## src/rtl/video_scanlines_pkg.sv

```systemverilog
// +----------------------------------------------------------------------------
// | Module  : video_scanlines_pkg
// | Brief   : Shared state encoding, scanline mode constants and step helper.
// | Rev     : 1.0 - initial release
// +----------------------------------------------------------------------------
`default_nettype none

package video_scanlines_pkg;

  typedef enum logic [1:0] {
    IDLE = 2'd0,
    PEND = 2'd1,
    RAMP = 2'd2
  } scan_state_t;

  localparam logic [1:0] MODE_NONE = 2'b00;
  localparam logic [1:0] MODE_25   = 2'b01;
  localparam logic [1:0] MODE_50   = 2'b10;
  localparam logic [1:0] MODE_75   = 2'b11;

  // Moves one level toward tgt; holds once there.
  function automatic logic [1:0] step_toward(input logic [1:0] cur, input logic [1:0] tgt);
    logic [1:0] res;
    res = cur;
    if (cur < tgt) res = cur + 2'd1;
    else if (cur > tgt) res = cur - 2'd1;
    return res;
  endfunction

endpackage

`default_nettype wire

```

## src/rtl/video_timing_stable.sv

```systemverilog
// +----------------------------------------------------------------------------
// | Module  : video_timing_stable
// | Brief   : Counts lines per frame and flags stable input timing.
// | Rev     : 1.0 - initial release
// +----------------------------------------------------------------------------
`default_nettype none

module video_timing_stable #(
  parameter int STABLE_FRAMES = 2,
  parameter int LINE_W        = 11
) (
  input  logic              clk,
  input  logic              rst,
  input  logic              hs_fall,
  input  logic              vs_fall,
  output logic [LINE_W-1:0] lines,
  output logic              stable
);

  localparam int MATCH_W = (STABLE_FRAMES < 1) ? 1 : $clog2(STABLE_FRAMES + 1);
  localparam logic [MATCH_W-1:0] MATCH_MAX = MATCH_W'(STABLE_FRAMES);

  logic [LINE_W-1:0]  line_cnt;
  logic [MATCH_W-1:0] match_cnt;

  always_ff @(posedge clk or posedge rst) begin
    if (rst) begin
      line_cnt  <= '0;
      lines     <= '0;
      match_cnt <= '0;
    end else if (vs_fall) begin
      // Frame boundary wins over a coincident line edge.
      line_cnt <= '0;
      lines    <= line_cnt;
      if (line_cnt == lines) begin
        if (match_cnt != MATCH_MAX) match_cnt <= match_cnt + 1'b1;
      end else begin
        match_cnt <= '0;
      end
    end else if (hs_fall && (line_cnt != '1)) begin
      line_cnt <= line_cnt + 1'b1;
    end
  end

  assign stable = (match_cnt == MATCH_MAX);

endmodule

`default_nettype wire

```

## src/rtl/video_scanline_ctrl.sv

```systemverilog
// +----------------------------------------------------------------------------
// | Module  : video_scanline_ctrl
// | Brief   : Applies host scanline modes at frame boundaries once timing is stable.
// |           Define SCANLINE_RAMP_EN to step one level per frame toward the target.
// | Rev     : 1.0 - initial release
// +----------------------------------------------------------------------------
`default_nettype none

module video_scanline_ctrl
  import video_scanlines_pkg::*;
#(
  parameter int STABLE_FRAMES = 2,
  parameter int LINE_W        = 11
) (
  input  logic              iPCLK,
  input  logic              iRST,
  input  logic              iCFG_WR,
  input  logic [1:0]        iCFG_DATA,
  input  logic              iHS,
  input  logic              iVS,
  output logic [1:0]        oSCANLINES,
  output logic              oBUSY,
  output logic              oSTABLE,
  output logic [LINE_W-1:0] oLINES
);

  scan_state_t state, state_nxt;
  logic [1:0]  pending, pending_nxt;
  logic [1:0]  target, target_nxt;
  logic [1:0]  current, current_nxt;
  logic        hs_q, vs_q;
  logic        hs_fall, vs_fall;

  assign hs_fall = hs_q & ~iHS;
  assign vs_fall = vs_q & ~iVS;

  video_timing_stable #(
    .STABLE_FRAMES(STABLE_FRAMES),
    .LINE_W       (LINE_W)
  ) u_timing (
    .clk    (iPCLK),
    .rst    (iRST),
    .hs_fall(hs_fall),
    .vs_fall(vs_fall),
    .lines  (oLINES),
    .stable (oSTABLE)
  );

  always_ff @(posedge iPCLK or posedge iRST) begin
    if (iRST) begin
      state      <= IDLE;
      pending    <= MODE_NONE;
      target     <= MODE_NONE;
      current    <= MODE_NONE;
      hs_q       <= 1'b0;
      vs_q       <= 1'b0;
      oSCANLINES <= MODE_NONE;
    end else begin
      state      <= state_nxt;
      pending    <= pending_nxt;
      target     <= target_nxt;
      current    <= current_nxt;
      hs_q       <= iHS;
      vs_q       <= iVS;
      // Blank while unstable, but keep target/current so the mode returns.
      oSCANLINES <= oSTABLE ? current : MODE_NONE;
    end
  end

  always_comb begin
    state_nxt   = state;
    pending_nxt = pending;
    target_nxt  = target;
    current_nxt = current;
    unique case (state)
      IDLE: ;
      PEND: begin
        if (vs_fall) begin
          target_nxt = pending;
`ifdef SCANLINE_RAMP_EN
          current_nxt = step_toward(current, pending);
          state_nxt   = (current_nxt == pending) ? IDLE : RAMP;
`else
          current_nxt = pending;
          state_nxt   = IDLE;
`endif
        end
      end
      RAMP: begin
        if (vs_fall) begin
          current_nxt = step_toward(current, target);
          if (current_nxt == target) state_nxt = IDLE;
        end
      end
      default: state_nxt = IDLE;
    endcase
    // A write always re-arms PEND, even on the frame edge that just consumed pending.
    if (iCFG_WR) begin
      pending_nxt = iCFG_DATA;
      state_nxt   = PEND;
    end
  end

  assign oBUSY = (state != IDLE);

endmodule

`default_nettype wire
```

## config.mk

```make
export PLATFORM = sky130hd
export DESIGN_NAME = video_scanline_ctrl
export DESIGN_NICKNAME = d
export VERILOG_FILES = /design/src/rtl/video_scanlines_pkg.sv /design/src/rtl/video_timing_stable.sv /design/src/rtl/video_scanline_ctrl.sv
export SDC_FILE = /design/constraint.sdc
export NUM_CORES = 1
export LEC_CHECK = 0
export CORE_AREA = 3 3 59 61
export CTS_CLUSTER_DIAMETER = 30
export DETAILED_ROUTE_END_ITERATION = 8
export DIE_AREA = 0 0 62 64
export PLACE_DENSITY = 0.88
export REMOVE_ABC_BUFFERS = 1
export SLEW_MARGIN = 20
export SYNTH_ARGS = -nofsm -noshare
export SYNTH_HDL_FRONTEND = slang
export SYNTH_HIERARCHICAL = 1
export SYNTH_SLANG_ARGS = --single-unit
```

## constraint.sdc

```tcl
create_clock -name iPCLK -period 2.6 [get_ports iPCLK]
set_input_delay 0.65 -clock iPCLK [delete_from_list [all_inputs] [get_ports iPCLK]]
set_output_delay 0.65 -clock iPCLK [all_outputs]
set_load 0.005 [all_outputs]
```

==> results.sh, run 1 <==
export IMPL_min_path_type="reg -> reg"
export IMPL_grt_max_degree=25
export IMPL_diodes=0
export IMPL_cts_hold_buf=0
export IMPL_crit_arrival_ns=1.55
export IMPL_max_freq_mhz=455.1
export IMPL_netlist_area_sq_mm=0.001615
export IMPL_drt_iter0_drc=24
export IMPL_num_rows=20
export IMPL_design_area_sq_mm=0.001921
export IMPL_startpoint_type="register"
export IMPL_cts_max_path_buffers=2
export IMPL_end_kind="output port"
export IMPL_cts_resized=0
export IMPL_drt_first_pass_iters=4
export IMPL_outcome="finished, final reports clean"
export IMPL_crit_chain="inv_1 -> ha_1 -> clkdlybuf4s50_1"
export IMPL_cpMaxStageDelayCell="clkdlybuf4s50_1"
export IMPL_worstSetupPathType="reg -> out"
export IMPL_routed_wl_microns=3132
export IMPL_setup_tns_ns=0
export IMPL_slowest_delay_ns=0.52
export IMPL_clock_sinks=33
export IMPL_clk_latency_ns=0.33
export IMPL_setup_viol_count_final=0
export IMPL_portBuffers=21
export IMPL_synth_edf_count=0
export IMPL_grt_setup_unrepaired="false"
export IMPL_fin_nets=167
export IMPL_tritoncts="done"
export IMPL_start_util_pct=53.35
export IMPL_antenna_found_initial=0
export IMPL_htree_levels=2
export IMPL_die_width_microns=62
export IMPL_seq_area_frac_synth_pct=51.12
export IMPL_synth_flop_cell="dfrtp_1"
export IMPL_yosysWarnings=6
export IMPL_final_layout_size_suffix_gt1_share_pct=20.75
export IMPL_ys_ff_latch=33
export IMPL_grtUsageTotal_pct=18.21
export IMPL_peakVddDrop_mv=0.3115
export IMPL_hold_slack_ns=0.5186
export IMPL_slew_headroom_pct=64.01
export IMPL_hold_viol=0
export IMPL_clk_pin_slew_ns=0.10
export IMPL_coreArea_sq_mm=0.003028
export IMPL_drv_cap=0
export IMPL_seqCellArea_sq_um=825.8
export IMPL_post_route_period_util_pct=84.51
export IMPL_grt_overflow=0
export IMPL_power_density_mw_per_mm2=575.9
export IMPL_vias_per_cell=5.517
export IMPL_nFillCells=261
export IMPL_multi_input_area_sq_um=725.7
export IMPL_tightest_slew_ns=0.5388
export IMPL_skew_ns=0.01119
export IMPL_area_growth_synth_to_final_pct=18.90
export IMPL_cts_buffers=5
export IMPL_grt_pass1_vias=1144
export IMPL_cp_required_ns=1.95
export IMPL_die_area_sq_mm=0.003968
export IMPL_ioPinCount=22
export IMPL_wl_per_cell_microns=15.43
export IMPL_die_y_microns=64
export IMPL_synth_cell_types=35
export IMPL_dpl_hpwl_microns=2303
export IMPL_cts_setup_buffers=0
export IMPL_p_leak_nw=0.9484
export IMPL_synth_area_per_cell_sq_um=12.24
export IMPL_min_period_ns=2.197
export IMPL_grt_pass1_wl_microns=5209
export IMPL_critPathMaxFanout=5
export IMPL_place_gp_congestion=0.8063
export IMPL_dr_total_vias=1120
export IMPL_async_flop_share_pct=100.0
export IMPL_syn_inst=132
export IMPL_drv_slew=0
export IMPL_dpl_instance_area_sq_mm=0.001869
export IMPL_ant_nets=0
export IMPL_route_detailed_drc=0
export IMPL_clock_tree_root_cell="clkbuf_4"
[critical path: cells and delay by family (launching register included)]
| family | cells | cell delay [ns] |
|---|---|---|
| flops | 1 | 0.37 |
| buf+inv | 2 | 0.61 |
| fa+ha+maj | 1 | 0.23 |
[logic make-up (layout without fill, tap and decap cells)]
kind of cell,count (synthesis),count (layout),share of synthesized area [%]
DFF,33,33,51.12
buffers and inverters,12,39,3.950
and+or+nand+nor,38,38,14.87
xor gates and xnor gates,15,15,8.133
AOI/OAI and AO/OA,14,14,7.592
adders and majority gates,2,2,1.549
muxes,18,18,12.78
[routing by layer]
layer	vias up	part of all wire (%)	track usage (%)
met3	17	6.4	6.061
met5	-	0	0
met2	46	48	29.02
li1	517	-	-
met4	0	2.9	7.427
met1	540	42	21.95
[report_power, final]
part	total (mW)	internal, mW	switching, mW
clock	0.271	0.103	0.168
combinational	0.229	0.131	0.0977
sequential	0.606	0.566	0.0408
[synth_stat cells, types with 2 or more instances]
master | number | area [sq um]
buf_2 | 2 | 10.01
mux2i_1 | 3 | 30.03
mux2_2 | 13 | 146.4
inv_1 | 6 | 22.52
xor2_1 | 13 | 113.9
and3_1 | 4 | 25.02
buf_6 | 2 | 22.52
nor2_1 | 11 | 41.29
ha_1 | 2 | 25.02
nand2_1 | 6 | 22.52
nor2b_1 | 2 | 12.51
mux2_4 | 2 | 30.03
nor3_1 | 3 | 15.01
nor4_2 | 2 | 25.02
and2_1 | 2 | 12.51
a211oi_1 | 4 | 30.03
nand4_1 | 4 | 25.02
xnor2_1 | 2 | 17.52
dfrtp_1 | 33 | 825.8
[per-stage QoR]
stage               instances  utilization [%]  setup WS, ns  power [mW]
detailed placement        195            61.74        0.2339      0.8475
finish                    203            63.43        0.4028       1.106
global placement          195            61.74        0.3483      0.8331
global route              203            63.43        0.2945       1.177
CTS                       203            63.43        0.3748       1.124
floorplan                 126                -        0.4103      0.7457
[flip-flops by register name, indices dropped and copies added, names as in the netlist]
| name | flops |
|---|---|
| vs_q | 1 |
| u_timing/match_cnt | 2 |
| u_timing/line_cnt | 11 |
| pending | 2 |
| state | 1 |
| oSCANLINES | 2 |
| u_timing/lines | 11 |
| hs_q | 1 |
| current | 2 |
[final cells by class]
class                           instances  area share, %
Clock buffer                            6          2.150
Tap cell                               44          2.866
Inverter                                6          1.173
Multi-Input combinational cell         87          37.79
Timing Repair Buffer                   25          12.51
Sequential cell                        33          43.00
Clock inverter                          2         0.5212
[placed cells by master, fill, tap and decap left out]
cell type        instances
nand4_4                  1
a311oi_2                 1
and4_1                   1
xnor2_1                  2
nand2_1                  6
o31ai_4                  1
nor2b_1                  2
and4_4                   1
clkinv_2                 2
clkbuf_1                 1
nor3_1                   3
a41oi_1                  1
mux2_4                   2
xor2_1                  13
a31oi_1                  1
nand4_1                  4
a21oi_1                  1
o22ai_1                  1
dfrtp_1                 33
and3_1                   4
nor4_2                   2
o21a_1                   1
buf_4                    4
nor2_1                  11
clkbuf_4                 5
and2_1                   2
o211ai_1                 1
mux2i_1                  3
clkdlybuf4s50_1         21
nand3b_4                 1
mux2_2                  13
inv_1                    6
ha_1                     2
o21bai_1                 1
a211oi_1                 4
a21boi_0                 1
[worst paths after layout]
path	cells after the start	from	slack, ns	to
min in group asynchronous	2	iRST	0.60	current[0]
worst max-delay path	3	u_timing/match_cnt[0]	0.40	oSTABLE
worst min-delay path	1	current[1]	0.52	oSCANLINES[1]
max in group asynchronous	3	iRST	1.66	u_timing/lines[4]
worst min register to register	1	current[1]	0.52	oSCANLINES[1]
worst max register to register	5	u_timing/line_cnt[0]	0.91	u_timing/line_cnt[10]
Note: power is estimated with default switching activity, not from simulation.
==> inputs of run 2 (changes only) <==
--- a/config.mk
+++ b/config.mk
@@ -5,11 +5,11 @@
 export SDC_FILE = /design/constraint.sdc
 export NUM_CORES = 1
 export LEC_CHECK = 0
-export CORE_AREA = 3 3 59 61
+export CORE_AREA = 3 3 63 65
 export CTS_CLUSTER_DIAMETER = 30
 export DETAILED_ROUTE_END_ITERATION = 8
-export DIE_AREA = 0 0 62 64
-export PLACE_DENSITY = 0.88
+export DIE_AREA = 0 0 66 68
+export PLACE_DENSITY = 0.82
 export REMOVE_ABC_BUFFERS = 1
 export SLEW_MARGIN = 20
 export SYNTH_ARGS = -nofsm -noshare
==> constraint.sdc (replaced) <==
create_clock -name iPCLK -period 1.8 [get_ports iPCLK]
set_input_delay 0.45 -clock iPCLK [delete_from_list [all_inputs] [get_ports iPCLK]]
set_output_delay 0.45 -clock iPCLK [all_outputs]
set_load 0.005 [all_outputs]
==> results.sh, run 2 (synthesis gave the netlist of run 1 again) <==
export IMPL_cp_required_ns=1.35
export IMPL_diodes=0
export IMPL_final_common_cell="dfrtp_1"
export IMPL_end_kind="output port"
export IMPL_final_layout_size_suffix_gt1_share_pct=25.00
export IMPL_grt_max_degree=25
export IMPL_power_density_mw_per_mm2=849.4
export IMPL_final_util_pct=58.88
export IMPL_tightest_slew_ns=0.3766
export IMPL_r2r_start="u_timing/line_cnt[0]"
export IMPL_routed_wl_microns=3135
export IMPL_clk_pin_slew_ns=0.10
export IMPL_coreArea_sq_mm=0.003390
export IMPL_crit_chain="clkdlybuf4s50_1"
export IMPL_drt_first_pass_iters=4
export IMPL_dp_slack_ns=-0.2118
export IMPL_max_freq_mhz=587.7
export IMPL_start_util_pct=47.66
export IMPL_clk_latency_ns=0.33
export IMPL_grt_pass1_vias=1189
export IMPL_htree_levels=2
export IMPL_dr_total_vias=1130
export IMPL_die_area_sq_mm=0.004488
export IMPL_route_detailed_drc=0
export IMPL_vias_per_cell=5.381
export IMPL_post_route_period_util_pct=94.54
export IMPL_wl_per_cell_microns=14.93
export IMPL_ant_nets=0
export IMPL_design_area_sq_mm=0.001996
export IMPL_worst_path_buf_inv=1
export IMPL_area_growth_synth_to_final_pct=23.55
export IMPL_place_gp_congestion=0.9391
export IMPL_drt_iter0_drc=35
export IMPL_hold_viol=0
export IMPL_clock_sinks=33
export IMPL_critPathTopFamily="buffers and inverters"
export IMPL_final_cell_mix="dfrtp_1, clkdlybuf4s50_1, mux2_2, xor2_1, nor2_1"
export IMPL_clock_tree_root_cell="clkbuf_4"
export IMPL_fin_nets=172
export IMPL_setup_viol_count_final=0
export IMPL_antenna_found_initial=0
export IMPL_cts_buffers=5
export IMPL_cts_max_path_buffers=2
export IMPL_power_total_mw=1.695
export IMPL_critPathLaunch="u_timing/lines[0]"
export IMPL_slew_headroom_pct=74.68
export IMPL_min_path_type="in -> async"
export IMPL_drv_cap=0
export IMPL_peakVddDrop_mv=0.4519
export IMPL_worstSetupPathType="reg -> out"
export IMPL_finalWorstSetupSlack_ns=0.09835
export IMPL_startpoint_type="register"
export IMPL_grt_overflow=0
export IMPL_portBuffers=21
export IMPL_slowest_delay_ns=0.52
export IMPL_ioPinCount=22
export IMPL_grt_pass1_wl_microns=5416
export IMPL_crit_arrival_ns=1.25
export IMPL_dpl_instance_area_sq_mm=0.001914
export IMPL_dpl_hpwl_microns=2296
export IMPL_tritoncts="done"
export IMPL_drv_slew=0
export IMPL_nFillCells=268
export IMPL_largestRegisters="u_timing/line_cnt: 11 flops, u_timing/lines: 11 flops"
export IMPL_p_leak_nw=0.9858
export IMPL_skew_ns=0.01081
export IMPL_min_period_ns=1.702
export IMPL_grt_setup_unrepaired="false"
export IMPL_outcome="finished, final reports clean"
export IMPL_num_rows=21
export IMPL_cpMaxStageDelayCell="clkdlybuf4s50_1"
export IMPL_die_y_microns=68
export IMPL_die_width_microns=66
export IMPL_critPathMaxFanout=3
export IMPL_dp_cells=201
export IMPL_final_cells=210
export IMPL_grtUsageTotal_pct=16.35
run 2: cell count changes in the layout (fill, tap and decap cells not counted), moves of 2 or more:
cell      change
clkbuf_8      +2
buf_4         +4
ha_1          -2
ha_2          +2
run 2: worst paths after layout:
kind                                              end  depth (start not counted)  slack [ns]
worst max register to register  u_timing/line_cnt[10]                          5        0.18
worst max-delay path                        oLINES[0]                          1         0.1
worst min register to register          oSCANLINES[0]                          1        0.49
min in group iPCLK                      oSCANLINES[0]                          1        0.49
worst min-delay path                       pending[1]                          2        0.39
max in group asynchronous        u_timing/line_cnt[3]                          3        1.08
run 2: worst reg2reg max path, stage by stage (launching register included):
cell and delay (ns):
dfrtp_1 0.46, ha_2 0.27, and3_1 0.23, and3_1 0.22, and3_1 0.18, o21a_1 0.16
run 2: routing by layer:
layer	track usage [%]	vias up	share of wire (%)
met3	5.419	7	4.4
met5	0	-	0
met1	17.26	565	40
li1	-	526	-
met4	8.122	0	1.7
met2	29.29	32	54
run 2: layout make-up:
cell class / count / area (sq um) / area share, %
sequential: 33 / 825.8 / 41.38
inverter: 6 / 22.52 / 1.129
clock buffer: 7 / 65.06 / 3.260
timing repair buffer: 30 / 289.0 / 14.48
clock inverter: 1 / 5.005 / 0.2508
multi-input combinational: 87 / 730.7 / 36.61
tap: 46 / 57.56 / 2.884
run 2: stage by stage:
stage	hold WS [ns]	setup TNS (ns)
after floorplan	0.2779	-1.432
after global placement	0.4695	-0.3806
after detailed placement	0.4787	-0.7652
after CTS	0.3905	0
after global routing	0.4066	0
final	0.3947	0
run 2: power breakdown:
group	leakage, nW	switching, mW	internal, mW
Combinational	0.507	0.149	0.204
Sequential	0.437	0.0596	0.817
Clock	0.0413	0.239	0.226
run 2: repair_timing:
item / in CTS / in global routing
endpoints found under the setup margin: 1 / 2
resized for setup: 2 / 1
buffers inserted: 0 / 1
hold buffers: 0 / 0
==> inputs of run 3 (changes only) <==
--- a/config.mk
+++ b/config.mk
@@ -9,6 +9,7 @@
 export CTS_CLUSTER_DIAMETER = 30
 export DETAILED_ROUTE_END_ITERATION = 8
 export DIE_AREA = 0 0 66 68
+export GPL_TIMING_DRIVEN = 0
 export PLACE_DENSITY = 0.82
 export REMOVE_ABC_BUFFERS = 1
 export SLEW_MARGIN = 20
==> results.sh, run 3 (synthesis gave the netlist of run 1 again) <==
export IMPL_end_kind="output port"
export IMPL_die_area_sq_mm=0.004488
export IMPL_clock_sinks=33
export IMPL_peakVddDrop_mv=0.5580
export IMPL_skew_ns=0.003887
export IMPL_slew_headroom_pct=40.10
export IMPL_antenna_found_initial=0
export IMPL_ant_nets=0
export IMPL_grt_overflow=0
export IMPL_dpl_hpwl_microns=2107
export IMPL_min_path_type="in -> async"
export IMPL_path_depth=1
export IMPL_cp_required_ns=1.35
export IMPL_cts_hold_buf=0
export IMPL_start_util_pct=47.66
export IMPL_final_common_cell="dfrtp_1"
export IMPL_p_leak_nw=0.9691
export IMPL_startpoint_type="register"
export IMPL_routed_wl_microns=2899
export IMPL_worstSetupPathType="reg -> out"
export IMPL_outcome="finished, final reports clean"
export IMPL_clk_pin_slew_ns=0.10
export IMPL_slowest_delay_ns=0.52
export IMPL_coreArea_sq_mm=0.003390
export IMPL_hold_viol=0
export IMPL_place_gp_congestion=0.8479
export IMPL_grt_pass1_vias=1078
export IMPL_tightest_slew_ns=0.8975
export IMPL_vias_per_cell=5.283
export IMPL_final_util_pct=58.14
export IMPL_area_growth_synth_to_final_pct=22.00
export IMPL_grt_max_degree=25
export IMPL_drv_cap=0
export IMPL_fin_nets=167
export IMPL_cpMaxStageDelayCell="clkdlybuf4s50_1"
export IMPL_crit_chain="clkdlybuf4s50_1"
export IMPL_crit_arrival_ns=1.27
export IMPL_drt_first_pass_iters=4
export IMPL_tritoncts="done"
export IMPL_cts_buffers=5
export IMPL_worst_path_buf_inv=1
export IMPL_route_detailed_drc=0
export IMPL_htree_levels=2
export IMPL_post_route_period_util_pct=95.58
export IMPL_critPathMaxFanout=3
export IMPL_portBuffers=21
export IMPL_drt_iter0_drc=54
export IMPL_hold_slack_ns=0.4092
export IMPL_crit_end="oBUSY"
export IMPL_ff2ff_path_depth=5
export IMPL_wl_per_cell_microns=14.14
export IMPL_r2r_start="u_timing/line_cnt[0]"
export IMPL_cts_max_path_buffers=2
export IMPL_largestRegisters="u_timing/line_cnt: 11 flops, u_timing/lines: 11 flops"
export IMPL_setup_viol_count_final=0
export IMPL_clock_tree_root_cell="clkbuf_4"
export IMPL_die_y_microns=68
export IMPL_grt_pass1_wl_microns=5119
export IMPL_drv_slew=0
export IMPL_die_width_microns=66
export IMPL_power_density_mw_per_mm2=878.9
export IMPL_grt_setup_unrepaired="true"
export IMPL_ioPinCount=22
export IMPL_grtUsageTotal_pct=15.64
export IMPL_critPathLaunch="state[0]"
export IMPL_num_rows=21
export IMPL_diodes=0
export IMPL_max_freq_mhz=581.2
export IMPL_final_layout_size_suffix_gt1_share_pct=23.90
export IMPL_r2r_slack_ns=0.11
export IMPL_critPathTopFamily="buffers and inverters"
export IMPL_dr_total_vias=1083
export IMPL_rr_endpoint="u_timing/line_cnt[10]"
export IMPL_final_cell_mix="dfrtp_1, clkdlybuf4s50_1, mux2_2, xor2_1, nor2_1"
export IMPL_min_period_ns=1.720
export IMPL_clk_latency_ns=0.33
-- run 3: cell count changes in the layout (fill, tap and decap cells not counted) --
cell and delta:
buf_8 +1, nor2b_4 +1, ha_2 -2, buf_12 -1, inv_2 +1, ha_1 +1, ha_4 +1, inv_1 -1
nor2b_2 +1, buf_4 -5, nor2b_1 -2
-- run 3: worst min path at each step --
stage	from	to
6_report	iRST	pending[0]
5_1_grt	iRST	vs_q
4_1_cts	iRST	pending[0]
3_5_place_dp	current[0]	oSCANLINES[0]
3_3_place_gp	current[0]	oSCANLINES[0]
2_1_floorplan	iRST	current[0]
-- run 3: repair_timing --
action	4_1_cts	5_1_grt
gates resized for setup	4	2
buffers inserted	3	0
pin swaps	1	1
endpoints found under the setup margin	1	10
-- run 3: where the power goes --
| part | internal, mW | switching (mW) |
|---|---|---|
| combinational | 0.225 | 0.151 |
| clock | 0.226 | 0.246 |
| sequential | 0.817 | 0.0665 |
| total | 1.27 | 0.464 |
-- run 3: final cells by class --
cell class                      count  area [sq um]
Clock buffer                        7         65.06
Clock inverter                      1         5.005
Fill cell                         294          1419
Inverter                            6         22.52
Multi-Input combinational cell     87         748.2
Sequential cell                    33         825.8
Tap cell                           46         57.56
Timing Repair Buffer               25         246.5
-- run 3: through the flow --
step / power [mW] / cell area (sq um) / std cells / TNS [ns] / worst slack, ns
2_1_floorplan: 1.077 / 1574 / 126 / -1.432 / -0.1897
4_1_cts: 1.751 / 1963 / 205 / 0 / 0.02000
6_report: 1.732 / 1971 / 205 / 0 / 0.07951
3_5_place_dp: 1.223 / 1859 / 194 / -5.038 / -0.3277
5_1_grt: 1.841 / 1971 / 205 / -0.02821 / -0.02821
3_3_place_gp: 1.198 / 1842 / 193 / -21.84 / -1.156
-- run 3: layer usage --
| metal | up-vias | wire [microns] | global-route usage (%) |
|---|---|---|---|
| met2 | 29 | 1429 | 24.78 |
| li1 | 518 | - | - |
| met5 | - | 0 | 0 |
| met1 | 531 | 1246 | 19.25 |
| met4 | 0 | 69 | 8.122 |
| met3 | 5 | 153 | 4.926 |
